===== src/rtl/pulse_cmd_buf_if.sv =====
// Handshake bundle between core pulse-command output, the elastic buffer and the consumer.
// Push side: cmd_in/cstrobe_in from the core. Pop side: cmd_out/cmd_valid/cmd_ready.
// master = core+consumer view, slave = buffer view.
interface pulse_cmd_buf_if #(
  parameter int CMD_WIDTH = 72
);
  logic [CMD_WIDTH-1:0] cmd_in;
  logic                 cstrobe_in;
  logic [CMD_WIDTH-1:0] cmd_out;
  logic                 cmd_valid;
  logic                 cmd_ready;

  modport master (
    output cmd_in, cstrobe_in, cmd_ready,
    input  cmd_out, cmd_valid
  );

  modport slave (
    input  cmd_in, cstrobe_in, cmd_ready,
    output cmd_out, cmd_valid
  );
endinterface


===== src/rtl/pulse_cmd_buf.sv =====
// Elastic FIFO for core pulse commands; drops on overflow are flagged and counted.
// Latency: strobe in cycle N into an empty buffer -> cmd_valid/cmd_out in cycle N+1.
// Backpressure: cmd_ready low holds the head stable; pushes into a full buffer without a pop are dropped.
module pulse_cmd_buf #(
  parameter int CMD_WIDTH  = 72,
  parameter int DEPTH      = 4,
  parameter int ADDR_WIDTH = 2,
  parameter int DROP_WIDTH = 8
) (
  input  logic                  clk_i,
  input  logic                  rst_ni,
  input  logic                  flush_i,
  input  logic                  stat_clr_i,
  pulse_cmd_buf_if.slave        bus,
  output logic [ADDR_WIDTH:0]   count_o,
  output logic                  full_o,
  output logic                  overflow_o,
  output logic [DROP_WIDTH-1:0] drop_cnt_o
);

  logic [CMD_WIDTH-1:0]  mem_q [DEPTH];
  logic [ADDR_WIDTH-1:0] wr_ptr_q, wr_ptr_d;
  logic [ADDR_WIDTH-1:0] rd_ptr_q, rd_ptr_d;
  logic [ADDR_WIDTH:0]   count_q, count_d;
  logic                  valid_q, valid_d;
  logic [CMD_WIDTH-1:0]  out_q, out_d;
  logic                  ovf_q, ovf_d;
  logic [DROP_WIDTH-1:0] drop_q, drop_d;

  logic push, pop, is_full, do_push, drop;

  assign push    = bus.cstrobe_in;
  assign pop     = valid_q & bus.cmd_ready;
  assign is_full = (count_q == (ADDR_WIDTH+1)'(DEPTH));
  // A full buffer still accepts a push when the head leaves in the same cycle.
  assign do_push = push & ~flush_i & (~is_full | pop);
  assign drop    = push & ~flush_i & is_full & ~pop;

  // Next-state for pointers, occupancy, output register and drop statistics.
  always_comb begin
    wr_ptr_d = wr_ptr_q;
    rd_ptr_d = rd_ptr_q;
    count_d  = count_q;
    valid_d  = valid_q;
    out_d    = out_q;
    ovf_d    = ovf_q;
    drop_d   = drop_q;

    if (flush_i) begin
      wr_ptr_d = '0;
      rd_ptr_d = '0;
      count_d  = '0;
      valid_d  = 1'b0;
    end else begin
      if (do_push) wr_ptr_d = wr_ptr_q + 1'b1;
      if (pop)     rd_ptr_d = rd_ptr_q + 1'b1;
      count_d = count_q + {{ADDR_WIDTH{1'b0}}, do_push} - {{ADDR_WIDTH{1'b0}}, pop};
      valid_d = (count_d != '0);
      // New head is the incoming word when it lands exactly at the new read slot (write-through).
      if (do_push && (wr_ptr_q == rd_ptr_d)) out_d = bus.cmd_in;
      else                                   out_d = mem_q[rd_ptr_d];
    end

    // A drop in the clear cycle wins: it is the first drop of the fresh statistics window.
    if (drop) begin
      ovf_d  = 1'b1;
      if (stat_clr_i)         drop_d = {{(DROP_WIDTH-1){1'b0}}, 1'b1};
      else if (drop_q != '1)  drop_d = drop_q + 1'b1;
    end else if (stat_clr_i) begin
      ovf_d  = 1'b0;
      drop_d = '0;
    end
  end

  // State registers.
  always_ff @(posedge clk_i or negedge rst_ni) begin
    if (!rst_ni) begin
      wr_ptr_q <= '0;
      rd_ptr_q <= '0;
      count_q  <= '0;
      valid_q  <= 1'b0;
      out_q    <= '0;
      ovf_q    <= 1'b0;
      drop_q   <= '0;
    end else begin
      wr_ptr_q <= wr_ptr_d;
      rd_ptr_q <= rd_ptr_d;
      count_q  <= count_d;
      valid_q  <= valid_d;
      out_q    <= out_d;
      ovf_q    <= ovf_d;
      drop_q   <= drop_d;
    end
  end

  // Storage array, written at the write pointer on an accepted push.
  always_ff @(posedge clk_i or negedge rst_ni) begin
    if (!rst_ni) begin
      for (int i = 0; i < DEPTH; i++) mem_q[i] <= '0;
    end else if (do_push) begin
      mem_q[wr_ptr_q] <= bus.cmd_in;
    end
  end

  assign bus.cmd_out   = out_q;
  assign bus.cmd_valid = valid_q;
  assign count_o       = count_q;
  assign full_o        = is_full;
  assign overflow_o    = ovf_q;
  assign drop_cnt_o    = drop_q;

endmodule


===== src/flat_wrapper.sv =====
// flat-port wrapper written by rule: the top's interface ports become plain ports
module pulse_cmd_buf_flat 
#(
  parameter int CMD_WIDTH  = 72,
  parameter int DEPTH      = 4,
  parameter int ADDR_WIDTH = 2,
  parameter int DROP_WIDTH = 8
)
  (clk_i, rst_ni, flush_i, stat_clr_i, count_o, full_o, overflow_o, drop_cnt_o, bus_cmd_in, bus_cstrobe_in, bus_cmd_ready, bus_cmd_out, bus_cmd_valid);
  pulse_cmd_buf_if #(.CMD_WIDTH(CMD_WIDTH)) bus_i ();
  input  logic clk_i;
  input  logic rst_ni;
  input  logic flush_i;
  input  logic stat_clr_i;
  output logic [ADDR_WIDTH:0] count_o;
  output logic full_o;
  output logic overflow_o;
  output logic [DROP_WIDTH-1:0] drop_cnt_o;
  input wire logic [$bits(bus_i.cmd_in)-1:0] bus_cmd_in;
  input wire logic [$bits(bus_i.cstrobe_in)-1:0] bus_cstrobe_in;
  input wire logic [$bits(bus_i.cmd_ready)-1:0] bus_cmd_ready;
  output wire logic [$bits(bus_i.cmd_out)-1:0] bus_cmd_out;
  output wire logic [$bits(bus_i.cmd_valid)-1:0] bus_cmd_valid;
  assign bus_i.cmd_in = bus_cmd_in;
  assign bus_i.cstrobe_in = bus_cstrobe_in;
  assign bus_i.cmd_ready = bus_cmd_ready;
  assign bus_cmd_out = bus_i.cmd_out;
  assign bus_cmd_valid = bus_i.cmd_valid;
  pulse_cmd_buf #(.CMD_WIDTH(CMD_WIDTH), .DEPTH(DEPTH), .ADDR_WIDTH(ADDR_WIDTH), .DROP_WIDTH(DROP_WIDTH)) u_core (.clk_i(clk_i), .rst_ni(rst_ni), .flush_i(flush_i), .stat_clr_i(stat_clr_i), .bus(bus_i), .count_o(count_o), .full_o(full_o), .overflow_o(overflow_o), .drop_cnt_o(drop_cnt_o));
endmodule

===== config.mk =====
export PLATFORM = sky130hd
export DESIGN_NAME = pulse_cmd_buf_flat
export DESIGN_NICKNAME = d
export VERILOG_FILES = /design/src/rtl/pulse_cmd_buf_if.sv /design/src/rtl/pulse_cmd_buf.sv /design/src/flat_wrapper.sv
export SDC_FILE = /design/constraint.sdc
export NUM_CORES = 1
export LEC_CHECK = 0
export CAP_MARGIN = 20
export CORE_MARGIN = 2
export CORE_UTILIZATION = 25
export CTS_CLUSTER_DIAMETER = 100
export CTS_CLUSTER_SIZE = 28
export DETAILED_ROUTE_END_ITERATION = 16
export PLACE_DENSITY = 0.38
export SLEW_MARGIN = 20
export SYNTH_ARGS = -nofsm -noshare
export SYNTH_HDL_FRONTEND = slang
export SYNTH_SLANG_ARGS = --single-unit

===== constraint.sdc =====
create_clock -name clk_i -period 3.2 [get_ports clk_i]
set_clock_uncertainty 0.05 [all_clocks]
set_input_delay 0.64 -clock clk_i [delete_from_list [all_inputs] [get_ports clk_i]]
set_output_delay 0.64 -clock clk_i [all_outputs]
set_load 0.1 [all_outputs]

# Word-level counts from Yosys, hierarchy flattened
# Cells that the tools add are included.
[word_totals]
in_bits = 78
latch_bits = 0
mem_count = 0
ramBits = 0
out_inout_bits = 86
romBits = 0
ff_bits = 377
word_cells = 60
[op_classes]
n_mux = 20
shift = 0
magnitude_cmp = 3
n_mul = 0
reduce_logical = 7
eq_ne = 3
add_sub_neg = 5
bitwise = 11
div_mod_pow = 0
[op_table]
columns = ["operator", "count"]
rows = [
  ["$bwmux 288", 1],
  ["$mux 72", 4],
  ["$bmux 72 s2", 1],
  ["$demux 72 s2", 1],
  ["$mux 8", 4],
  ["$mux 2", 5],
  ["$add 8x1->8 const B", 1],
  ["$ne 8x8->1 const B", 1],
  ["$ge 3x3->1 const B", 2],
  ["$not 2->3", 2],
  ["$reduce_bool 2->1", 3],
  ["$and 1x1->1", 5],
  ["$add 2x1->2 const B", 2],
  ["$add 3x1->3", 1],
  ["$eq 3x3->1 const B", 1],
  ["$lt 3x1->1 const B", 1],
  ["$mux 1", 3],
  ["$mux 3", 1],
  ["$not 1->1", 3],
  ["$reduce_bool 3->1", 1],
  ["$sub 3x1->3", 1],
  ["$eq 2x2->1", 1],
  ["$logic_and 1x1->1", 2],
  ["$reduce_and 2->1", 1],
  ["$or 1x1->1", 1],
]

# Logic depth before layout (Yosys ltp)
[depth]
ltp_word = 8
depth_mapped = 12
ltp_nobuf = 10

# Least setup slack after synthesis
# No wires, ideal clock.
[synth_path]
path_type = "reg-to-reg"
from = "register u_core.valid_q, in the netlist u_core.bus.cmd_valid"
to = "register u_core.valid_q, in the netlist u_core.bus.cmd_valid"
stages_incl_launch_ff = 13
required_ns = 3.068
setup_time_ns = 0.082
n_path_buf = 2
period_less_slack_ns = 3.237
slack_ns = -0.037
t_arrival_ns = 3.105
cell_sequence = "dfrtp_1 -> nand2_1 -> inv_2 -> clkbuf_1 -> buf_2 -> ha_1 -> inv_1 -> ha_1 -> inv_1 -> fa_1 -> xor2_1 -> xnor2_1 -> a31oi_1"
[synth_via]
elab_chain_cells = 7
[synth_lines]
columns = ["item", "line", "rtl"]
rows = [
  ["from (decl)", "pulse_cmd_buf.sv:25", "logic valid_q, valid_d;"],
  ["from (signal assigned)", "pulse_cmd_buf.sv:89", "valid_q <= valid_d;"],
  ["$and 1x1->1 *", "pulse_cmd_buf.sv:33", "assign pop = valid_q & bus.cmd_ready;"],
  ["$or 1x1->1", "pulse_cmd_buf.sv:36", "assign do_push = push & ~flush_i & (~is_full | pop);"],
  ["$and 1x1->1", "pulse_cmd_buf.sv:36", ""],
  ["$add 3x1->3", "pulse_cmd_buf.sv:57", "count_d = count_q + {{ADDR_WIDTH{1'b0}}, do_push} - {{ADDR_WIDTH{1'b0}}, pop};"],
  ["$sub 3x1->3 *", "pulse_cmd_buf.sv:57", ""],
  ["$reduce_bool 3->1 *", "pulse_cmd_buf.sv:58", "valid_d = (count_d != '0);"],
  ["$mux 1 *", "pulse_cmd_buf.sv:49", "if (flush_i) begin"],
  ["named net u_core.valid_d", "pulse_cmd_buf.sv:25", ""],
]
# The timed path passes the listed nets; every way through them passes the cells marked *.
# A chain may end at the register's enable or synchronous reset.

# Final worst setup path
[layout_path]
from = "register u_core.count_q[1], in the netlist u_core.count_o[1]"
to = "output port full_o"
[layout_via]
elab_chain_cells = 1
[layout_lines]
columns = ["item", "line", "rtl"]
rows = [
  ["from (decl)", "pulse_cmd_buf.sv:24", "logic [ADDR_WIDTH:0] count_q, count_d;"],
  ["from (signal assigned)", "pulse_cmd_buf.sv:88", "count_q <= count_d;"],
  ["$eq 3x3->1", "pulse_cmd_buf.sv:34", "assign is_full = (count_q == (ADDR_WIDTH+1)'(DEPTH));"],
  ["to (decl)", "flat_wrapper.sv:16", "output logic full_o;"],
]
# No other way between the ends.

==> impl_metrics.xml <==
<?xml version="1.0" encoding="UTF-8"?>
<metrics>
  <group name="synthesis">
    <metric name="ys_top_cells_by_count" unit="">dfrtp_1, mux2_2, o22ai_1, o21ai_0, nor2_1</metric>
    <metric name="synthesis.yosys.warnings" unit="">0</metric>
    <metric name="ys_seq_area_share" unit="%">49.9</metric>
    <metric name="dominantRegCellSynth" unit="">dfrtp_1</metric>
    <metric name="synth.most_common_cell" unit="">dfrtp_1</metric>
    <metric name="synth_top_cells_by_area" unit="">dfrtp_1, mux2_2, o22ai_1, o221a_2, o21ai_0</metric>
    <metric name="synth-edff-count" unit="">0</metric>
    <metric name="netlist.top_cell.by_area" unit="">dfrtp_1</metric>
    <metric name="syn_nets" unit="">1709</metric>
    <metric name="ys_seq_elements" unit="">377</metric>
    <metric name="synthArstFlopShare" unit="%">100</metric>
    <metric name="netlist.area_leader.share" unit="%">49.9</metric>
    <metric name="postSynthCellCount" unit="">1623</metric>
    <metric name="synthesis.area_per_instance" unit="um^2">11.7</metric>
    <metric name="post_synth_instance_area" unit="um^2">18900</metric>
    <metric name="post_synth_num_cell_types" unit="">50</metric>
  </group>
  <group name="timing">
    <metric name="fin_setup_tns" unit="ps">0</metric>
    <metric name="crit_share_post_route" unit="%">81.3</metric>
    <metric name="worstMarginPinSlew" unit="ps">833</metric>
    <metric name="slew_headroom" unit="%">44.5</metric>
    <metric name="report.final.setup_viol" unit="">0</metric>
    <metric name="rsz0062_at_grt" unit="">no</metric>
    <metric name="maxSlewViolCount" unit="">0</metric>
    <metric name="fmaxAchievable" unit="MHz">384</metric>
    <metric name="timing.final.crit_period" unit="ps">2600</metric>
    <metric name="timing_hold_violations_final" unit="">0</metric>
    <metric name="setup_ws" unit="ps">597</metric>
  </group>
  <group name="grt">
    <metric name="first_global_vias" unit="">14300</metric>
    <metric name="grt_max_degree" unit="">86</metric>
    <metric name="grt_pass1_wl" unit="um">90700</metric>
    <metric name="gr-total-overflow" unit="">0</metric>
    <metric name="grt_resource_usage_total" unit="%">14.9</metric>
    <metric name="antenna_violations_before_repair" unit="">0</metric>
  </group>
  <group name="setup_path">
    <metric name="r2r_path_start" unit="">u_core.rd_ptr_q[1]</metric>
    <metric name="timing.critical_path.cells" unit="">or3b_1 -&gt; inv_2 -&gt; buf_4</metric>
    <metric name="r2r-end" unit="">u_core.bus.cmd_out[54]</metric>
    <metric name="cpPeakStageDelay" unit="ps">460</metric>
    <metric name="cp_max_fanout" unit="">4</metric>
    <metric name="crit_required" unit="ps">2510</metric>
    <metric name="timing.critical_path.from_type" unit="">flip-flop</metric>
    <metric name="cp_data_arrival_time" unit="ps">1910</metric>
    <metric name="critPathSlowestCell" unit="">dfrtp_1</metric>
    <metric name="worstRegToRegCells" unit="">5</metric>
    <metric name="timing.critical_path.buf_inv" unit="">2</metric>
    <metric name="worstSetupPathType" unit="">reg2out</metric>
    <metric name="cpLargestDelayFamily" unit="">flip-flops</metric>
    <metric name="end_kind" unit="">output port</metric>
    <metric name="worst-r2r-setup-slack" unit="ps">730</metric>
  </group>
  <group name="route">
    <metric name="drt-pass1-iter-count" unit="">4</metric>
    <metric name="avgViaCountPerCell" unit="">5.10</metric>
    <metric name="drt-total-wl" unit="um">58500</metric>
    <metric name="post-route-drc-count" unit="">0</metric>
    <metric name="routed_wire_length_per_instance" unit="um">21.6</metric>
    <metric name="vias" unit="">13800</metric>
    <metric name="detail-route-antenna-nets" unit="">0</metric>
    <metric name="drt_iter0_markers" unit="">705</metric>
  </group>
  <group name="floorplan">
    <metric name="fp.dieArea" unit="um^2">77900</metric>
    <metric name="overall_die_width" unit="um">279</metric>
    <metric name="initial_core_utilization" unit="%">25.3</metric>
    <metric name="boundaryPins" unit="">164</metric>
    <metric name="dieHeight" unit="um">279</metric>
    <metric name="placementRows" unit="">100</metric>
    <metric name="core_area" unit="um^2">74700</metric>
  </group>
  <group name="placement">
    <metric name="hpwl" unit="um">35700</metric>
    <metric name="post-place-ws" unit="ps">234</metric>
    <metric name="placer_congestion" unit="">0.727</metric>
    <metric name="portBuffers" unit="">163</metric>
  </group>
  <group name="layout">
    <metric name="syn_to_final_growth" unit="%">18.4</metric>
    <metric name="num-fill-cells" unit="">7539</metric>
    <metric name="antenna_cells" unit="">0</metric>
    <metric name="final_layout_size_suffix_gt1_share" unit="%">35.3</metric>
    <metric name="nets" unit="">1807</metric>
  </group>
  <group name="status">
    <metric name="run_status" unit="">finished, final reports clean</metric>
  </group>
  <group name="clock_network">
    <metric name="cts_tree" unit="">done</metric>
    <metric name="clock_tree_buffer_depth" unit="">3</metric>
    <metric name="cts_max_level" unit="">1</metric>
    <metric name="clkSlewWorstSetupHoldPaths" unit="ps">110</metric>
    <metric name="ctsRootBufferMaster" unit="">clkbuf_16</metric>
    <metric name="hold_buffers" unit="">0</metric>
    <metric name="cts.sinks" unit="">377</metric>
    <metric name="clock_latency" unit="ps">580</metric>
    <metric name="post-cts-setup-buffers" unit="">0</metric>
    <metric name="post_cts.resized_instances" unit="">0</metric>
    <metric name="cts_inserted_buffers" unit="">23</metric>
  </group>
  <group name="power">
    <metric name="power-per-cell-area" unit="nW/um^2">1030</metric>
    <metric name="p_leak" unit="uW">0.00920</metric>
    <metric name="power.ir.vdd_worst" unit="mV">0.647</metric>
  </group>
  <group name="worst_hold_path">
    <metric name="hold_path_class" unit="">in2async</metric>
  </group>
  <group name="flow_run">
    <metric name="cap_viol_max_count" unit="">0</metric>
  </group>
</metrics>
==> cells in the final DEF, fill, tap and decap left out, types with 6 or more instances in the layout <==
cell / netlist / final
a21oi_1: 73 / 73
buf_12: 0 / 27
buf_4: 22 / 120
clkbuf_16: 0 / 23
clkdlybuf4s50_1: 0 / 76
dfrtp_1: 377 / 374
ha_1: 7 / 7
inv_1: 11 / 10
inv_12: 0 / 6
mux2_1: 30 / 30
mux2_2: 331 / 331
nor2_1: 83 / 83
nor3_1: 73 / 73
nor3b_1: 71 / 71
o21ai_0: 127 / 127
o21ai_1: 19 / 19
o221a_2: 71 / 71
o22ai_1: 143 / 143
==> area by class of cell <==
class                   count  area (um^2)  area share (%)
inverters                  13         55.1           0.246
clock buffers              23          576            2.57
multi-input cells        1082         8680            38.7
flip-flops and latches    377         9440            42.2
clock inverters            16          213           0.950
well taps                 969         1210            5.41
repair buffers            224         2220            9.90
==> power by group <==
part | internal, uW | switching [uW] | leakage [uW]
clock network | 1460 | 1990 | 0.000381
logic | 3970 | 7200 | 0.00416
registers | 6960 | 1480 | 0.00466
==> worst register-to-register path, stage by stage, from the launching register on <==
cell and delay (ps):
dfrtp_4 750, buf_12 430, mux2_2 470, o221a_2 240, o21ai_0 310, a21oi_1 110
==> logic make-up after synthesis <==
kind of cell    Yosys count  share of synthesized area (%)
flops                   377                           49.9
simple gates            253                           7.46
xor+xnor                  8                          0.410
buf+inv                 164                           4.39
compound gates          449                           15.7
mux                     364                           21.6
fa+ha+maj                 8                          0.569
==> through the flow <==
| stage | total power, uW | instance area (um^2) | hold WS, ps | utilization [%] | instances |
|---|---|---|---|---|---|
| final | 23100 | 22400 | 19.4 | 30.0 | 2704 |
| after global routing | 24500 | 22400 | 73.1 | 30.0 | 2704 |
| after CTS | 23400 | 22400 | 59.1 | 30.0 | 2704 |
| after detailed placement | 19800 | 21600 | 428 | 28.9 | 2665 |
| after global placement | 19600 | 21600 | 419 | 28.9 | 2665 |
| after floorplan | 16700 | 18900 | 294 | - | 1623 |
==> state kept, by name, indices dropped and copies added (netlist names) <==
signal and count:
u_core.overflow_o 1, u_core.drop_cnt_o 8, u_core.count_o 3, u_core.mem_q 288, u_core.bus.cmd_out 72, u_core.wr_ptr_q 2, u_core.bus.cmd_valid 1, u_core.rd_ptr_q 2
==> worst max-delay path by stage <==
stage / start / endpoint / slack [ps] / cells after the start
floorplan: u_core.bus.cmd_valid / u_core.bus.cmd_valid / 280 / 12
global route: u_core.count_o[1] / full_o / 530 / 3
finish: u_core.count_o[1] / full_o / 600 / 3
detailed placement: bus_cmd_ready / u_core.bus.cmd_valid / 230 / 11
CTS: u_core.count_o[1] / full_o / 560 / 3
global placement: bus_cmd_ready / u_core.bus.cmd_valid / 230 / 11
==> layer usage <==
| metal | track usage, % | vias to the layer above | wire length (um) |
|---|---|---|---|
| met5 | 0 | - | 0 |
| met4 | 2.59 | 0 | 660 |
| met3 | 1.57 | 37 | 1820 |
| met2 | 24.1 | 231 | 26900 |
| met1 | 21.6 | 7220 | 29100 |
| li1 | - | 6300 | - |
Note: power is estimated with default switching activity, not from simulation.
